`config.mk`:
```
export PLATFORM = sky130hd
export DESIGN_NAME = writeback_stage
export DESIGN_NICKNAME = d
export VERILOG_FILES = /design/src/rtl/arm_wb_pkg.sv /design/src/rtl/mem_wait_timer.sv /design/src/rtl/writeback_stage.sv
export SDC_FILE = /design/constraint.sdc
export NUM_CORES = 1
export LEC_CHECK = 0
export CAP_MARGIN = 20
export CELL_PAD_IN_SITES_DETAIL_PLACEMENT = 1
export CELL_PAD_IN_SITES_GLOBAL_PLACEMENT = 1
export CORE_AREA = 3 3 116 118
export CTS_CLUSTER_DIAMETER = 200
export DETAILED_ROUTE_END_ITERATION = 8
export DIE_AREA = 0 0 119 121
export GPL_ROUTABILITY_DRIVEN = 0
export HOLD_SLACK_MARGIN = 0.1
export PLACE_DENSITY = 0.95
export SLEW_MARGIN = 0
export SYNTH_ARGS = -nofsm -noshare
export SYNTH_HDL_FRONTEND = slang
export SYNTH_SLANG_ARGS = --single-unit
```
`constraint.sdc`:
```
create_clock -name clk -period 4.47 [get_ports clk]
set_input_delay 0.894 -clock clk [delete_from_list [all_inputs] [get_ports clk]]
set_output_delay 0.894 -clock clk [all_outputs]
set_load 0.005 [all_outputs]
```
`src/rtl/arm_wb_pkg.sv`:
```
// Shared types and constants for the ARM_Calculator writeback stage.
package arm_wb_pkg;

   localparam int unsigned DEF_DATA_W = 32;
   localparam int unsigned REG_W      = 4;
   localparam int unsigned RET_W      = 16;
   localparam int unsigned TMR_W      = 8;

   localparam logic [REG_W-1:0] REG_PC = 4'd15;

   typedef enum logic [1:0] {
      IDLE     = 2'd0,
      WAIT_MEM = 2'd1,
      WRITE    = 2'd2
   } wb_state_e;

   // Destination info held across a load wait.
   typedef struct packed {
      logic [REG_W-1:0] wa3;
      logic             reg_write;
   } wb_dest_t;

endpackage

```
`src/rtl/mem_wait_timer.sv`:
```
// Counts cycles spent waiting on load data; flags the last allowed cycle.
module mem_wait_timer
   import arm_wb_pkg::*;
#(
   parameter int unsigned LIMIT = 15
) (
   input  logic clk,
   input  logic rst_n,
   input  logic clr_i,
   input  logic en_i,
   output logic expired_c
);

   logic [TMR_W-1:0] cnt_q, cnt_d;

   // Expired means the coming edge is the LIMIT-th one spent waiting.
   assign expired_c = (cnt_q == TMR_W'(LIMIT - 1));

   always_comb begin
      cnt_d = cnt_q;
      if (clr_i) begin
         cnt_d = '0;
      end else if (en_i && !expired_c) begin
         cnt_d = cnt_q + TMR_W'(1);
      end
   end

   always_ff @(posedge clk or negedge rst_n) begin
      if (!rst_n) begin
         cnt_q <= '0;
      end else begin
         cnt_q <= cnt_d;
      end
   end

endmodule

```
`src/rtl/writeback_stage.sv`:
```
// Final pipeline stage: commits ALU/load results to the register file or
// redirects the PC on R15 writes; abandons loads whose data never arrives.
module writeback_stage
   import arm_wb_pkg::*;
#(
   parameter int unsigned DATA_W      = DEF_DATA_W,
   parameter int unsigned MEM_TIMEOUT = 15
) (
   input  logic              clk,
   input  logic              rst_n,
   input  logic              m_valid,
   output logic              m_ready,
   input  logic [DATA_W-1:0] m_alu_result,
   input  logic [REG_W-1:0]  m_wa3,
   input  logic              m_reg_write,
   input  logic              m_mem_to_reg,
   input  logic              mem_rvalid,
   input  logic [DATA_W-1:0] mem_rdata,
   output logic [REG_W-1:0]  Rd,
   output logic [DATA_W-1:0] WD3,
   output logic              WE3,
   output logic              pc_redirect,
   output logic [DATA_W-1:0] pc_target,
   output logic              mem_timeout,
   output logic [RET_W-1:0]  retired
);

   wb_state_e state_q, state_d;
   wb_dest_t  dest_q, dest_d;

   logic [REG_W-1:0]  rd_q, rd_d;
   logic [DATA_W-1:0] wd3_q, wd3_d;
   logic [DATA_W-1:0] tgt_q, tgt_d;
   logic [RET_W-1:0]  retired_q, retired_d;
   logic              we3_q, we3_d;
   logic              redir_q, redir_d;
   logic              tmo_q, tmo_d;

   logic              accept_c;
   logic              load_acc_c;
   logic              rvalid_c;
   logic              tmo_c;
   logic              expired_c;
   logic              commit_c;
   wb_dest_t          commit_dest_c;
   logic [DATA_W-1:0] commit_data_c;

   assign m_ready    = (state_q != WAIT_MEM);
   assign accept_c   = m_valid && m_ready;
   assign load_acc_c = accept_c && m_mem_to_reg;
   assign rvalid_c   = (state_q == WAIT_MEM) && mem_rvalid;
   assign tmo_c      = (state_q == WAIT_MEM) && !mem_rvalid && expired_c;

   // A result is committed either straight from an accepted non-load or from load data.
   assign commit_c      = (accept_c && !m_mem_to_reg) || rvalid_c;
   assign commit_dest_c = rvalid_c ? dest_q : wb_dest_t'({m_wa3, m_reg_write});
   assign commit_data_c = rvalid_c ? mem_rdata : m_alu_result;

   mem_wait_timer #(
      .LIMIT (MEM_TIMEOUT)
   ) u_timer (
      .clk       (clk),
      .rst_n     (rst_n),
      .clr_i     (load_acc_c),
      .en_i      (state_q == WAIT_MEM),
      .expired_c (expired_c)
   );

   always_ff @(posedge clk or negedge rst_n) begin
      if (!rst_n) begin
         state_q <= IDLE;
      end else begin
         state_q <= state_d;
      end
   end

   always_comb begin
      state_d = state_q;
      case (state_q)
         IDLE, WRITE: begin
            if (accept_c) begin
               state_d = m_mem_to_reg ? WAIT_MEM : WRITE;
            end else begin
               state_d = IDLE;
            end
         end
         WAIT_MEM: begin
            if (mem_rvalid) begin
               state_d = WRITE;
            end else if (expired_c) begin
               state_d = IDLE;
            end
         end
         default: state_d = IDLE;
      endcase
   end

   // Next values for the registered write-port, redirect and status outputs.
   always_comb begin
      we3_d     = 1'b0;
      redir_d   = 1'b0;
      tmo_d     = tmo_c;
      rd_d      = rd_q;
      wd3_d     = wd3_q;
      tgt_d     = tgt_q;
      retired_d = retired_q;
      dest_d    = dest_q;
      if (load_acc_c) begin
         dest_d.wa3       = m_wa3;
         dest_d.reg_write = m_reg_write;
      end
      if (commit_c) begin
         retired_d = retired_q + RET_W'(1);
         if (commit_dest_c.reg_write) begin
            if (commit_dest_c.wa3 == REG_PC) begin
               redir_d = 1'b1;
               tgt_d   = commit_data_c;
            end else begin
               we3_d = 1'b1;
               rd_d  = commit_dest_c.wa3;
               wd3_d = commit_data_c;
            end
         end
      end
   end

   always_ff @(posedge clk or negedge rst_n) begin
      if (!rst_n) begin
         dest_q    <= '0;
         rd_q      <= '0;
         wd3_q     <= '0;
         tgt_q     <= '0;
         retired_q <= '0;
         we3_q     <= 1'b0;
         redir_q   <= 1'b0;
         tmo_q     <= 1'b0;
      end else begin
         dest_q    <= dest_d;
         rd_q      <= rd_d;
         wd3_q     <= wd3_d;
         tgt_q     <= tgt_d;
         retired_q <= retired_d;
         we3_q     <= we3_d;
         redir_q   <= redir_d;
         tmo_q     <= tmo_d;
      end
   end

   assign Rd          = rd_q;
   assign WD3         = wd3_q;
   assign WE3         = we3_q;
   assign pc_redirect = redir_q;
   assign pc_target   = tgt_q;
   assign mem_timeout = tmo_q;
   assign retired     = retired_q;

endmodule

```
==> summary.md <==
| Metric | Value |
|---|---|
| Async S/R FF share, synth | `100%` |
| Arrival time worst endpoint | `3.17 ns` |
| PortBufs | `161` |
| CTS tree | `done` |
| Least-Margin Pin Slew | `1.04 ns` |
| Register area share after synthesis | `a little over half` |
| Power Total | `2.99 mW` |
| Sequential power share | `about 44%` |
| Area contributors post-synth | `dfrtp_1 54%, mux2i_1 21%, inv_1 5.5%` |
| CP max stage delay | `0.79 ns` |
| First-pass GRT wire length | `roughly 21 mm` |
| DR pass1 iterations | `4` |
| Largest area contributor in the netlist | `dfrtp_1` |
| Switching Share | `28.5%` |
| Num ports | `approximately 160` |
| Final WL | `13.1 mm` |
| Slowest-stage cell, CP | `inv_2` |
| Clock Latency Late Sink | `0.33 ns` |
| PostCTS Resize Cnt | `0` |
| Largest delay share family, worst path | `buffers and inverters` |
| LEAKAGE | `3.19 nW` |
| Predominant post-synthesis flop cell | `dfrtp_1` |
| Final Max Slew Viols | `0` |
| Sink Count | `102` |
| Total Routing Usage GR | `between 10% and 20%` |
| CP Max Fanout | `33` |
| Starting Density | `between 30% and 40%` |
| Unrepaired setup endpoints after global routing | `false` |
| Post-synth net total | `483` |
| #FFs+latches synth | `102` |
| Dpl hpwl | `9.74 mm` |
| DR DRC count | `0` |
| DR iter-0 viols | `129` |
| CTS H-tree depth | `3` |
| Syn Area/Cell | `between 10 and 15 um^2` |
| Data required time at the worst endpoint | `4.71 ns` |
| VDD IR-drop max | `0.266 mV` |
| Synth cell types | `38` |
| Total setup buffers inserted after CTS | `0` |
| Number of routed nets with antenna violations | `0` |
| N_diodes | `0` |
| Hold-fix buffers at CTS | `0` |
| Hold Crit Class | `reg -> reg` |
| Core ar. | `0.0126 mm^2` |
| Clock share of power | `between 20% and 30%` |
| Number of buffers and inverters on the critical path | `2` |
| Post-Route Setup TNS | `0 ns` |
| Die X | `approximately 120 um` |
| Sequence of cells on the critical path | `clkdlybuf4s50_1 -> or2b_1 -> nor3_1 -> a32oi_2 -> inv_2 -> mux2i_1` |
| Total gr overflow | `0` |
| Psw | `0.852 mW` |
| Final setup fails | `0` |
| Register Area | `0.00255 mm^2` |
| CP Class | `in -> reg` |
| CP Capture Type | `flip-flop` |
| Fin crit share | `~66%` |
| Yosys warning total | `0` |
| Synth-to-Final Area Change | `42.5%` |
| Area occupied by multi-input gates | `0.00178 mm^2` |
| Clk slew on worst S/H paths | `0.07 ns` |
| Largest net degree at the start of global routing | `76` |
| DR vias/cell | `4.84` |
| Tmin final | `2.94 ns` |
| CTS Root Cell | `clkbuf_16` |
| CTS Buffer Depth | `2` |
| Worst slew margin | `30.9%` |
| Synth top cells by count | `102 x dfrtp_1, 101 x mux2i_1, 69 x inv_1` |
| Final nets | `645` |
| Post-synth top area share | `54.1%` |
| Fin worst setup slack | `1.53 ns` |
| Initial antenna violation count | `0` |
| Placed cells | `728` |
| CTS buffer count | `9` |
| Pwr/cell area | `445 mW/mm^2` |
| Status | `complete, no violations` |
| Post-route non-filler standard cell count | `743` |
| Synth Instances | `a little over 400` |
| Clk_skew | `0.00720 ns` |
| Layout cell share with drive strength beyond 1 | `3.68%` |
| Number of synthesized flops with an enable pin | `0` |
| Vias in the first global route | `approximately 4100` |
| Die area | `0.0144 mm^2` |
| Achievable Freq | `approximately 0.34 GHz` |
| Die height | `approximately 120 um` |
| FP Rows | `41` |
| Critical path launch point type | `input port` |
| Total number of vias | `3594` |
| Maxcap violations | `0` |
| Number of fill cells | `1359` |
| Power Internal | `about 2.1 mW` |
| Mapped cell area | `0.00471 mm^2` |
| Logic pwr share | `31.0%` |
| Fin. Hold Viols | `0` |
| Setup WS pre-CTS | `1.17 ns` |
| WL per Instance | `between 15 and 20 um` |
| Top-count cell post-synth | `dfrtp_1` |
## worst reg2reg max path: cells and delay by family (launching register included)
kind | cells | cell delay [ns]
buf+inv | 1 | 0.51
flops | 1 | 0.40
mux | 1 | 0.33
compound gates | 1 | 0.36
simple gates | 1 | 0.56
## final cells by class
class / instances / area share (%)
multi-input combinational: 220 / 26.5
timing repair buffer: 165 / 24.4
sequential: 102 / 38.0
clock inverter: 2 / 0.522
inverter: 70 / 3.91
tap: 172 / 3.20
clock buffer: 12 / 3.52
## power groups by stage
stage	Clock (mW)	Sequential, mW	Combinational, mW
after floorplan	0	1.31	0.315
after global placement	0	1.31	0.891
after detailed placement	0	1.33	0.938
after CTS	0.767	1.32	0.946
after global routing	0.812	1.35	1.01
final	0.749	1.31	0.926
## worst paths after layout
kind,slack [ns],depth (start not counted),from,end
max,1.53,6,m_valid,WD3[11]$_DFFE_PN0P_
min,0.49,1,retired[15]$_DFFE_PN0P_,retired[15]$_DFFE_PN0P_
max reg2reg,2.22,4,state_q[1]$_DFFE_PN0P_,pc_target[30]$_DFFE_PN0P_
min reg2reg,0.49,1,retired[15]$_DFFE_PN0P_,retired[15]$_DFFE_PN0P_
max in group asynchronous,2.79,2,rst_n,WD3[29]$_DFFE_PN0P_
min in group asynchronous,0.72,1,rst_n,WD3[8]$_DFFE_PN0P_
## flip-flops by register name, indices dropped and copies added, names as in the netlist
signal and count:
Rd 4, WD3 32, WE3 1, dest_q 5
mem_timeout 1, pc_redirect 1, pc_target 32, retired 16
state_q 2, u_timer.cnt_q 8
## stage by stage
| stage | hold WS (ns) | util (%) | cell area [um^2] |
|---|---|---|---|
| 2_1_floorplan | 0.464 | - | 4710 |
| 3_3_place_gp | 0.468 | 51.2 | 6440 |
| 3_5_place_dp | 0.482 | 51.2 | 6440 |
| 4_1_cts | 0.494 | 53.4 | 6710 |
| 5_1_grt | 0.520 | 53.4 | 6720 |
| 6_report | 0.493 | 53.4 | 6720 |
## per-layer routing
metal	track usage (%)	share of wire, %
met5	0	0
met4	4.13	0.91
met3	4.15	4.8
met2	33.8	53
met1	22.4	41
## kinds of logic after synthesis
family | after synthesis | synth area share, %
AND/OR/NAND/NOR | 79 | 8.97
buffers and inverters | 84 | 8.12
AO/OA/AOI/OAI | 20 | 3.37
XOR/XNOR | 17 | 3.16
flip-flops | 102 | 54.1
adder cells (fa/ha/maj) | 3 | 0.796
multiplexers | 101 | 21.4
## layout by cell type (no fill, tap or decap), drive strengths merged, types with 4 or more instances in the layout
cell type	count
clkbuf	13
buf	4
nand3	7
xor2	12
clkdlybuf4s50	160
nand4	10
and3	4
o21ai	6
nor3	8
nand2	28
mux2i	101
inv	70
o2bb2ai	4
xnor2	5
dfrtp	102
No activity file was read; power rests on OpenSTA's default activity.
